`src/rtl/engine_cmd_rx.sv`:
```
// engine_cmd_rx: collects NUM_WORDS broadcast words into a frame and hands it to the engine core
// with a one-cycle op_start. rtr is held low from launch until the core reports op_done.
module engine_cmd_rx #(
  parameter int ENGINE_ID = 0,
  parameter int NUM_WORDS = 5,
  localparam int IW = $clog2(NUM_WORDS) + 1
) (
  input  logic                    clk,
  input  logic                    rst_,
  input  logic                    engine_in_rts,
  output logic                    engine_out_rtr,
  input  logic [15:0]             bcast_in_data,
  input  logic                    flush,
  input  logic                    op_done,
  output logic                    op_start,
  output logic [16*NUM_WORDS-1:0] params_out,
  output logic [IW-1:0]           word_idx,
  output logic [7:0]              frame_cnt
);
  if (ENGINE_ID < 0 || ENGINE_ID > 4 || NUM_WORDS < 1 || NUM_WORDS > 16) begin : g_bad_cfg
    $error("engine_cmd_rx: ENGINE_ID must be 0..4 and NUM_WORDS 1..16");
  end

  typedef enum logic [1:0] {S_IDLE, S_COLLECT, S_LAUNCH, S_BUSY} state_t;

  state_t                    r_state;
  state_t                    w_nxt;
  logic                      r_rtr;
  logic [IW-1:0]             r_idx;
  logic [7:0]                r_cnt;
  logic [16*NUM_WORDS-1:0]   r_shadow;
  logic [16*NUM_WORDS-1:0]   r_params;
  logic [16*NUM_WORDS-1:0]   w_frame;
  logic                      w_take;
  logic                      w_last;

  // rtr is only high in IDLE/COLLECT, so it alone qualifies a transfer; flush drops the word
  assign w_take = engine_in_rts && r_rtr && !flush;
  assign w_last = r_idx == IW'(NUM_WORDS - 1);

  always_comb begin
    w_nxt = (r_state == S_LAUNCH) ? S_BUSY :
            (r_state == S_BUSY)   ? (op_done ? S_IDLE : S_BUSY) :
            flush                 ? S_IDLE :
            w_take                ? (w_last ? S_LAUNCH : S_COLLECT) : r_state;
  end

  // The launching frame is the shadow with the word arriving this cycle merged in
  always_comb begin
    w_frame = r_shadow;
    for (int k = 0; k < NUM_WORDS; k++)
      if (r_idx == IW'(k)) w_frame[16*k +: 16] = bcast_in_data;
  end

  always_ff @(posedge clk) begin
    if (!rst_) r_state <= S_IDLE;
    else       r_state <= w_nxt;
  end

  always_ff @(posedge clk) begin
    if (!rst_) begin
      r_rtr    <= 1'b0;
      r_idx    <= '0;
      r_cnt    <= '0;
      r_shadow <= '0;
      r_params <= '0;
    end else begin
      r_rtr <= (w_nxt == S_IDLE) || (w_nxt == S_COLLECT);
      r_idx <= (w_nxt != S_COLLECT) ? '0 : w_take ? r_idx + IW'(1) : r_idx;
      if (w_take) r_shadow <= w_frame;
      if (w_take && w_last) begin
        r_params <= w_frame;
        r_cnt    <= r_cnt + 8'd1;
      end
    end
  end

  assign engine_out_rtr = r_rtr;
  assign op_start       = r_state == S_LAUNCH;
  assign params_out     = r_params;
  assign word_idx       = r_idx;
  assign frame_cnt      = r_cnt;
endmodule
```
`config.mk`:
```
export PLATFORM = sky130hd
export DESIGN_NAME = engine_cmd_rx
export DESIGN_NICKNAME = d
export VERILOG_FILES = /design/src/rtl/engine_cmd_rx.sv
export SDC_FILE = /design/constraint.sdc
export NUM_CORES = 1
export LEC_CHECK = 0
export CAP_MARGIN = 20
export CORE_MARGIN = 1.5
export CORE_UTILIZATION = 30
export DETAILED_ROUTE_END_ITERATION = 10
export GPL_TIMING_DRIVEN = 1
export PLACE_DENSITY = 0.56
export SYNTH_ARGS = -nofsm -noshare
export SYNTH_HDL_FRONTEND = slang
export SYNTH_SLANG_ARGS = --single-unit
```
`constraint.sdc`:
```
create_clock -name clk -period 3.71 [get_ports clk]
set_clock_uncertainty 0.15 [all_clocks]
set_input_delay 0.742 -clock clk [delete_from_list [all_inputs] [get_ports clk]]
set_output_delay 0.742 -clock clk [all_outputs]
set_load 0.05 [all_outputs]
```
==> impl_metrics.toml <==
[grt]
grt_use_met1 = 0.218
grt_busiest_layer = "met2"
grt_pass1_vias = 4439
use_met2 = 0.239
grt-ovfl-total = 0
antenna_found_initial = 0
grt_usage = 0.161
grt_max_degree = 69
grtUsageMet3 = 0.0528
grt_pass1_wl_um = 24600

[detailed_routing]
viasPerCell = 4.46
drt_wl_total_um = 15800
first_pass_iters = 4
vias = 4727
drt_iter0_drc = 332
wl_per_cell_um = 14.9
post-route-drc-count = 0
ant_nets = 0

[die]
ios = 115
rows = 50
dieArea_sq_um = 20300
fp.dieH_um = 142
die_x_um = 142
initial_core_util = 0.309
coreArea_sq_um = 18900

[worst_hold_path]
holdCritPathClass = "reg2reg"
whs_path_depth = 2
min-delay-start = "r_shadow[36]"
holdPathEnd = "r_shadow[36]"

[worst_setup_path]
path_buf_inv = 1
crit_path_top_delay_cell = "clkdlybuf4s50_1"
critPathTopFamily = "buffers and inverters"
r2r_start = "word_idx[0]"
slowest_delay_ns = 0.89
critPathLaunchType = "flip-flop"
ff2ff_setup_slack_ns = 1.36
path_class = "reg2out"
crit_fanout = 8
arrival_ns = 1.81
reg2reg_to = "params_out[34]"
cp_cell_sequence = "clkdlybuf4s50_1"
reg2reg_depth = 7
crit_required_ns = 2.82
cp-end-kind = "primary output"

[clock_network]
post_cts_buffers = 0
cts.sink_count = 159
clk_latency_ns = 0.42
cts_made_buffers = 17
clkTransAtPathRegs_ns = 0.06
root_buffer = "clkbuf_16"
ctsResizeCount = 0
cts_buffer_depth = 2
hold_buffers = 0
htree_levels = 4
cts_tree = "built"

[sta]
worst_pin_slew_ns = 0.832
fmax_mhz = 370
rsz0062_at_grt = "false"
setup_violations = 0
finalHoldViolCount = 0
slew_headroom = 0.445
timing.final.crit_share = 0.729
setup_slack_ns = 1.01
fin_tns_setup_ns = 0
final_max_slew_viol_count = 0
period_needed_ns = 2.70

[yosys]
synth_area_leaders = "dfxtp_1 (55%), nand2_1 (15%), a21oi_1 (8.5%), mux2i_1 (3.1%), nand3_1 (3.0%)"
ys_ff_latch = 159
syn_nets = 727
yosys.area.top_type_share = 0.545
ys_seq_area_frac = 0.545
synth_area_sq_um = 5840
yosysTopAreaCell = "dfxtp_1"
synth_cells = 701
synth_warnings = 0
ys_types = 30
avgSynthCellArea_sq_um = 8.32

[place]
gp_congestion = 0.760
dpl.cell_count = 1027
dp_hpwl_um = 10100
port_buffers = 114
pre_cts_ws_ns = 0.696

[finish]
final_core_util = 0.406
n_antenna_cell = 0
layout-drive-gt1-share = 0.0538
area_growth_pct = 31.4
fin_cells = 1059
fin_nets = 812

[pwr]
p_leak_nw = 2.57
peakVddDrop_v = 0.000313
power_density_nw_per_um2 = 468

[job]
drv_cap = 0

[outcome]
outcome = "completed"
==> cell usage in the layout (no fill, tap or decap), types with 7 or more instances in the layout <==
cell type,count
mux2i_1,18
clkbuf_16,17
nor2_1,28
nand2_1,233
dfxtp_1,159
nand3_1,35
clkdlybuf4s50_1,113
o21ai_0,24
xor2_1,7
o21ai_1,8
a21oi_1,99
==> worst min-delay path: stages (launching register included) <==
cell	delay [ns]
dfxtp_1	0.31
nand2_1	0.05
o21ai_1	0.05
==> through the flow <==
stage	hold slack (ns)	area, sq um	power (mW)
after floorplan	0.279	5840	1.80
after global placement	0.288	7080	1.86
after detailed placement	0.292	7080	1.86
after CTS	0.301	7670	3.63
after global routing	0.312	7670	3.71
final	0.299	7670	3.59
==> metal layers <==
metal / share of wire / wire length, um / vias up
met4: 0.0087 / 138 / 0
met1: 0.47 / 7400 / 2137
li1: - / - / 2459
met3: 0.077 / 1220 / 11
met5: 0 / 0 / -
met2: 0.45 / 7080 / 120
==> kinds of logic after synthesis <==
kind of cell	synth area share
AOI/OAI and AO/OA	0.114
adders and majority gates	0.0107
DFF	0.545
buffers and inverters	0.0594
xor gates and xnor gates	0.0135
and+or+nand+nor	0.226
muxes	0.0309
==> worst max-delay path by stage <==
stage	start	end	slack, ns	cells after the start
2_1_floorplan	word_idx[0]	params_out[78]	1.52	9
3_3_place_gp	flush	frame_cnt[2]	0.75	6
3_5_place_dp	flush	frame_cnt[2]	0.70	6
4_1_cts	word_idx[2]	word_idx[2]	0.97	1
5_1_grt	word_idx[2]	word_idx[2]	0.92	1
6_report	word_idx[2]	word_idx[2]	1.01	1
==> flip-flops by register name (all words and copies together) (netlist names) <==
register        count
r_shadow           64
word_idx            4
r_state             2
params_out         80
engine_out_rtr      1
frame_cnt           8
==> power breakdown <==
part	internal [mW]	switching, mW	leakage [nW]
registers	1.71	0.00442	1.28
clock network	1.07	0.689	0.279
logic	0.0311	0.0764	1.01
total	2.82	0.770	2.57
==> final cells by class <==
class / count / area [sq um]
Multi-Input combinational cell: 482 / 2320
Clock buffer: 21 / 450
Inverter: 3 / 12.5
Clock inverter: 11 / 140
Sequential cell: 159 / 3180
Tap cell: 260 / 325
Fill cell: 1971 / 11200
Timing Repair Buffer: 123 / 1240
==> synthesized netlist by cell type <==
master,instances
o21ai_1,8
nor2b_1,1
xnor2_1,2
nand4_1,3
buf_1,3
o21ai_0,24
inv_1,3
and4b_1,2
nand4b_1,1
mux2i_1,18
and2_1,2
clkbuf_2,1
nand2b_1,2
dfxtp_1,159
buf_2,15
and3_1,6
nand3_1,35
and4_1,1
buf_6,12
nand3b_2,1
ha_1,5
nand2_1,233
a21oi_1,99
o31ai_2,1
nand3b_1,1
clkbuf_1,23
nor2_1,28
and3b_1,2
buf_4,3
xor2_1,7
Power figures use the tool's default switching activity.
